<file path="src/rtl/dmem.sv">
`default_nettype none
// ============================================================================
//  Module   : dmem
//  Purpose  : Word-addressed data memory. Combinational read, synchronous
//             full-word write, asynchronous clear of every word on reset.
//             Byte addresses wrap modulo 4*DEPTH bytes.
//
//  Ports    : clk      - rising-edge clock for writes
//             reset    - asynchronous, active-high; clears every word, holds rd
//                        at 0 and blocks writes while high
//             we       - write enable, sampled at the rising edge of clk
//             a        - byte address; word index is a[log2(DEPTH)+1:2]
//             wd       - write data
//             rd       - read data, rd = mem[index] with no clock latency
//             misalign - a[1:0] != 0 when the alignment check is built in,
//                        otherwise tied to 0
//
//  Config   : DMEM_ALIGN_CHECK_EN - when defined, misaligned addresses raise
//             misalign and their writes are dropped; reads still return
//             mem[index]. When undefined, a[1:0] is ignored entirely.
//
//  Revision : 1.0 - initial release
// ============================================================================
module dmem #(
    parameter int DEPTH = 64,   // number of words, power of two, >= 2
    parameter int WIDTH = 32    // data width, only 32 is supported
) (
    input  logic             clk,
    input  logic             reset,
    input  logic             we,
    input  logic [31:0]      a,
    input  logic [WIDTH-1:0] wd,
    output logic [WIDTH-1:0] rd,
    output logic             misalign
);

    localparam int c_IDX_W = $clog2(DEPTH);

    logic [WIDTH-1:0]   r_mem [DEPTH];
    logic [c_IDX_W-1:0] w_idx;
    logic               w_misalign;
    logic               w_wr;

    // Bits above the index select nothing; this is what makes addresses wrap.
    assign w_idx = a[c_IDX_W+1:2];

`ifdef DMEM_ALIGN_CHECK_EN
    assign w_misalign = |a[1:0];
    // Upper address bits intentionally ignored.
    logic w_unused_a;
    assign w_unused_a = ^{1'b0, a[31:c_IDX_W+2]};
`else
    assign w_misalign = 1'b0;
    // Upper address bits and the byte offset are intentionally ignored.
    logic w_unused_a;
    assign w_unused_a = ^{1'b0, a[31:c_IDX_W+2], a[1:0]};
`endif

    assign misalign = w_misalign;

    // A misaligned write is dropped rather than rounded down to the word.
    assign w_wr = we & ~w_misalign;

    always_ff @(posedge clk or posedge reset) begin
        if (reset) begin
            for (int i = 0; i < DEPTH; i++) begin
                r_mem[i] <= '0;
            end
        end else if (w_wr) begin
            r_mem[w_idx] <= wd;
        end
    end

    // The index is always in range (DEPTH is a power of two), so rd is never X
    // once reset has cleared the array. The reset gate keeps rd at 0 even in
    // the instant between reset rising and the array clear propagating.
    assign rd = reset ? '0 : r_mem[w_idx];

endmodule
`default_nettype wire

</file>
<file path="config.mk">
export PLATFORM = sky130hd
export DESIGN_NAME = dmem
export DESIGN_NICKNAME = d
export VERILOG_FILES = /design/src/rtl/dmem.sv
export SDC_FILE = /design/constraint.sdc
export NUM_CORES = 2
export LEC_CHECK = 0
export BUFFER_PORTS_ARGS = -buffer_cell sky130_fd_sc_hd__buf_4
export CAP_MARGIN = 20
export CELL_PAD_IN_SITES_DETAIL_PLACEMENT = 1
export CELL_PAD_IN_SITES_GLOBAL_PLACEMENT = 1
export CORE_MARGIN = 2
export CORE_UTILIZATION = 48
export DETAILED_ROUTE_END_ITERATION = 12
export HOLD_SLACK_MARGIN = 0.05
export PLACE_DENSITY_LB_ADDON = 0.1
export SYNTH_ARGS = -nofsm -noshare
export SYNTH_HDL_FRONTEND = slang
export SYNTH_SLANG_ARGS = --single-unit
export TNS_END_PERCENT = 20
</file>
<file path="constraint.sdc">
create_clock -name clk -period 104 [get_ports clk]
set_input_delay 20.8 -clock clk [delete_from_list [all_inputs] [get_ports clk]]
set_output_delay 20.8 -clock clk [all_outputs]
set_load 0.03 [all_outputs]
</file>
; ---- Yosys cells after proc, flatten, opt, wreduce, memory -nomap -nowiden
; Index checks and enable logic that the tools add are counted.
; Widths: inputs -> output; s select.
[totals]
inputBits = 67
word_cells = 75
output_inout_bits = 33
reg_bits = 2048
[classes]
reduce_logical = 1
muxes = 7
magnitude_cmp = 2
bitwise_logic = 1
[ops]
columns = op, count
row1 = $bwmux 2048, 1
row2 = $bmux 32 s6, 1
row3 = $demux 32 s6, 1
row4 = $mux 32, 4
row5 = $ge 7x7->1 const B, 1
row6 = $lt 7x1->1 const B, 1
row7 = $not 6->7, 1
row8 = $logic_and 1x1->1, 1

; ---- Longest topological paths before layout
[depth]
depth_word = 6
ltp_mapped = 11
depth_no_buf = 6

; ---- Least setup slack after synthesis
; OpenSTA, ideal clock, no wires.
[synth_path]
path_type = input to output
start = input port reset
end = output port rd[11]
required_time_ns = 83.200
cell_stages = 3
t_arrival_ns = 85.960
n_path_buf = 1
path_slack_ns = -2.760
cell_sequence = inv_1 > clkbuf_1 > o41a_1
[synth_via]
elab_chain_len = 1
[synth_lines]
columns = item, line
row1 = "start, declared", 29  ; input logic reset,
row2 = $mux 32, 77  ; assign rd = reset ? '0 : r_mem[w_idx];
row3 = "end, declared", 33  ; output logic [WIDTH-1:0] rd,
; Every way passes these cells.

; ---- Worst setup path after layout
[layout_path]
start = input port a[4]
end = output port rd[1]
[layout_via]
elab_chain_len = 5
[layout_lines]
columns = item, line
row1 = "start, declared", 31  ; input logic [31:0] a,
row2 = $not 6->7 (not written as such), 77
row3 = $bmux 32 s6, 77
row4 = $mux 32 (not written as such) (2 in a row), 77
row5 = $mux 32, 77
; Every way passes these cells. The select of a mux whose other input is x is not followed.

==> insert_results.sql <==
INSERT INTO impl_metrics (metric_group, metric, value, unit) VALUES
('synth', 'synthSimpleGateAreaFrac', '2.519', '%'),
('clock_tree', 'clockBufferDepth', '3', ''),
('clock_tree', 'tritoncts', 'done', ''),
('clock_tree', 'cts_buf_count', '217', ''),
('global_route', 'grt_pass1_wl', '492500', 'um'),
('layout', 'largest-register', 'r_mem', ''),
('synth', 'synth_adder_area_share', '0', '%'),
('power', 'largest_vdd_supply_drop', '0.01566', 'mV'),
('routing', 'remaining_drc_errors', '0', ''),
('synth', 'synth-seq-area-share', '55.51', '%'),
('synth', 'synthMuxAreaShare', '27.44', '%'),
('critical_path', 'cp_max_fo', '60', ''),
('global_route', 'gr-max-usage-layer', 'met2', ''),
('sta', 'max_slew_margin', '16.98', '%'),
('global_route', 'gr-usage-met1', '47.89', '%'),
('synth', 'synthesis.area', '92330', 'um^2'),
('floorplanning', 'die_y', '442.6', 'um'),
('clock_tree', 'cts.sinks', '2048', ''),
('floorplanning', 'floorplan.die.width', '442.6', 'um'),
('clock_tree', 'clk-insertion-delay-late', '0.88', 'ns'),
('synth', 'post-synth-top-count-cell', 'sky130_fd_sc_hd__mux2_2', ''),
('synth', 'synth_warnings', '0', ''),
('layout', 'multi_input_area', '38150', 'um^2'),
('placed_design', 'gp_routability_congestion', '0.7704', ''),
('power', 'ratio_of_total_power_to_cell_area', '19.53', 'nW/um^2'),
('synth', 'synth-xor-area-share', '0', '%'),
('clock_tree', 'cts.htree.levels', '4', ''),
('layout', 'post_route_cells_drive_above_1_share', '41.65', '%'),
('synth', 'synth_cells', '6902', ''),
('synth', 'synth_flop_cell', 'sky130_fd_sc_hd__dfrtp_1', ''),
('power', 'static-leakage-power', '46.96', 'nW'),
('synth', 'synth.cells.most_frequent', 'sky130_fd_sc_hd__mux2_2 (2,140), sky130_fd_sc_hd__dfrtp_1 (2,048), sky130_fd_sc_hd__a221oi_1 (686), sky130_fd_sc_hd__nor2_1 (364), sky130_fd_sc_hd__clkbuf_1 (351)', ''),
('sta', 'rsz0062_at_grt', 'no', ''),
('sta', 'final.setup.worst_slack', '57.95', 'ns'),
('synth', 'ys_ff_latch', '2048', ''),
('clock_tree', 'root_buffer', 'sky130_fd_sc_hd__clkbuf_16', ''),
('routing', 'drt-pass1-iter-count', '6', ''),
('sta', 'min_period', '46.05', 'ns'),
('layout', 'largest_reg_flops', '2048', ''),
('placed_design', 'place_hpwl', '176300', 'um'),
('sta', 'final-max-slew-violation-count', '0', ''),
('sta', 'tns', '0', 'ns'),
('hold_path', 'hold_class', 'reg2reg', ''),
('global_route', 'grt_usage', '34.62', '%'),
('critical_path', 'crit_path_end_kind', 'output pin', ''),
('layout', 'fill_cells', '18360', ''),
('floorplanning', 'floorplan.initialDensity', '48.45', '%'),
('floorplanning', 'core_area', '190600', 'um^2'),
('sta', 'fin_crit_sh', '44.28', '%'),
('layout', 'num-nets-final', '6627', ''),
('routing', 'avgViaCountPerCell', '6.851', ''),
('global_route', 'grt.met3_usage', '5.455', '%'),
('layout', 'synthToLayoutAreaGrowth', '10.09', '%'),
('synth', 'postSynth.asyncResetShare', '100.0', '%'),
('outcome', 'status', 'finished clean', ''),
('layout', 'final-seq-area', '51250', 'um^2'),
('synth', 'synth_top_family_by_area', 'multiplexers', ''),
('sta', 'fin_skew', '0', 'ns'),
('synth', 'syn_nets', '6969', ''),
('sta', 'worst_hold_slack', '0.4863', 'ns'),
('floorplanning', 'boundaryPins', '100', ''),
('routing', 'wl_per_cell', '36.99', 'um'),
('clock_tree', 'holdBufCountCts', '0', ''),
('floorplanning', 'design.die.area', '195900', 'um^2'),
('clock_tree', 'clkSlewWorstSetupHoldPaths', '0.06', 'ns'),
('routing', 'route.antenna.remaining_nets', '0', ''),
('critical_path', 'worst_setup_sp_type', 'primary input', ''),
('sta', 'worst_pin_slew', '1.230', 'ns'),
('global_route', 'grt_util_met2', '54.72', '%'),
('critical_path', 'startpoint_to_endpoint_class_of_the_critical_path', 'in2out', ''),
('routing', 'wl', '342400', 'um');
## critical path, stage by stage
cell and delay (ns):
sky130_fd_sc_hd__buf_8 0.38, sky130_fd_sc_hd__nor2b_4 0.89, sky130_fd_sc_hd__buf_4 0.64, sky130_fd_sc_hd__buf_4 0.74
sky130_fd_sc_hd__a221oi_1 0.18, sky130_fd_sc_hd__nor2_1 0.19, sky130_fd_sc_hd__o21ai_0 0.25, sky130_fd_sc_hd__o211a_1 0.25
sky130_fd_sc_hd__a31oi_1 0.47, sky130_fd_sc_hd__buf_4 0.26
## cell families after synthesis
family                 Yosys count
muxes                         2249
DFF                           2048
AOI/OAI and AO/OA             1262
buffers and inverters          784
and+or+nand+nor                558
other                            1
## path summary, 6_finish.rpt
check / cells after the start / from / to / slack (ns)
setup / recovery: 10 / a[4] / rd[1] / 57.95
hold / removal: 1 / r_mem[452]$_DFFE_PP0P_ / r_mem[452]$_DFFE_PP0P_ / 0.49
setup reg to reg: 1 / r_mem[733]$_DFFE_PP0P_ / r_mem[733]$_DFFE_PP0P_ / 103.19
hold reg to reg: 1 / r_mem[452]$_DFFE_PP0P_ / r_mem[452]$_DFFE_PP0P_ / 0.49
max in group asynchronous: 5 / reset / r_mem[2012]$_DFFE_PP0P_ / 80.90
min in group asynchronous: 2 / reset / r_mem[1993]$_DFFE_PP0P_ / 20.07
## metal layers
| metal | vias to the layer above | part of all wire, % |
|---|---|---|
| li1 | 25230 | - |
| met3 | 736 | 6.9 |
| met2 | 2594 | 46 |
| met4 | 4 | 4.3 |
| met5 | - | 0.0055 |
| met1 | 34860 | 42 |
## metrics by stage
stage               power (mW)  area [um^2]  instances
floorplan                1.138        92330       6902
global placement         1.190        94410       8851
detailed placement       1.208        94410       8851
CTS                      1.993       101600       9250
global route             2.058       101600       9255
finish                   1.985       101600       9258
## cells in the final DEF, fill, tap and decap left out, types with 45 or more instances in the layout
| master | count |
|---|---|
| sky130_fd_sc_hd__mux2_2 | 2140 |
| sky130_fd_sc_hd__dfrtp_1 | 2048 |
| sky130_fd_sc_hd__a221oi_1 | 686 |
| sky130_fd_sc_hd__nor2_1 | 328 |
| sky130_fd_sc_hd__clkbuf_16 | 226 |
| sky130_fd_sc_hd__buf_4 | 200 |
| sky130_fd_sc_hd__o21ai_0 | 188 |
| sky130_fd_sc_hd__a22oi_1 | 109 |
| sky130_fd_sc_hd__mux2i_1 | 80 |
| sky130_fd_sc_hd__nand2_1 | 71 |
| sky130_fd_sc_hd__clkbuf_8 | 59 |
| sky130_fd_sc_hd__clkbuf_1 | 57 |
| sky130_fd_sc_hd__a21oi_1 | 46 |
| sky130_fd_sc_hd__o22ai_1 | 45 |
## power by group
part | internal [mW] | total [mW] | switching [mW]
clock | 0.455 | 0.788 | 0.333
sequential | 0.903 | 0.958 | 0.0553
combinational | 0.114 | 0.240 | 0.125
total | 1.47 | 1.99 | 0.513
## area by class of cell
| class | instances | share of cell area, % |
|---|---|---|
| sequential | 2048 | 50.42 |
| multi-input combinational | 4070 | 37.53 |
| clock buffer | 342 | 6.573 |
| tap | 2511 | 3.091 |
| timing repair buffer | 218 | 1.824 |
| clock inverter | 57 | 0.5034 |
| inverter | 5 | 0.04062 |
| antenna | 7 | 0.01723 |
(Power assumes the default switching activity.)
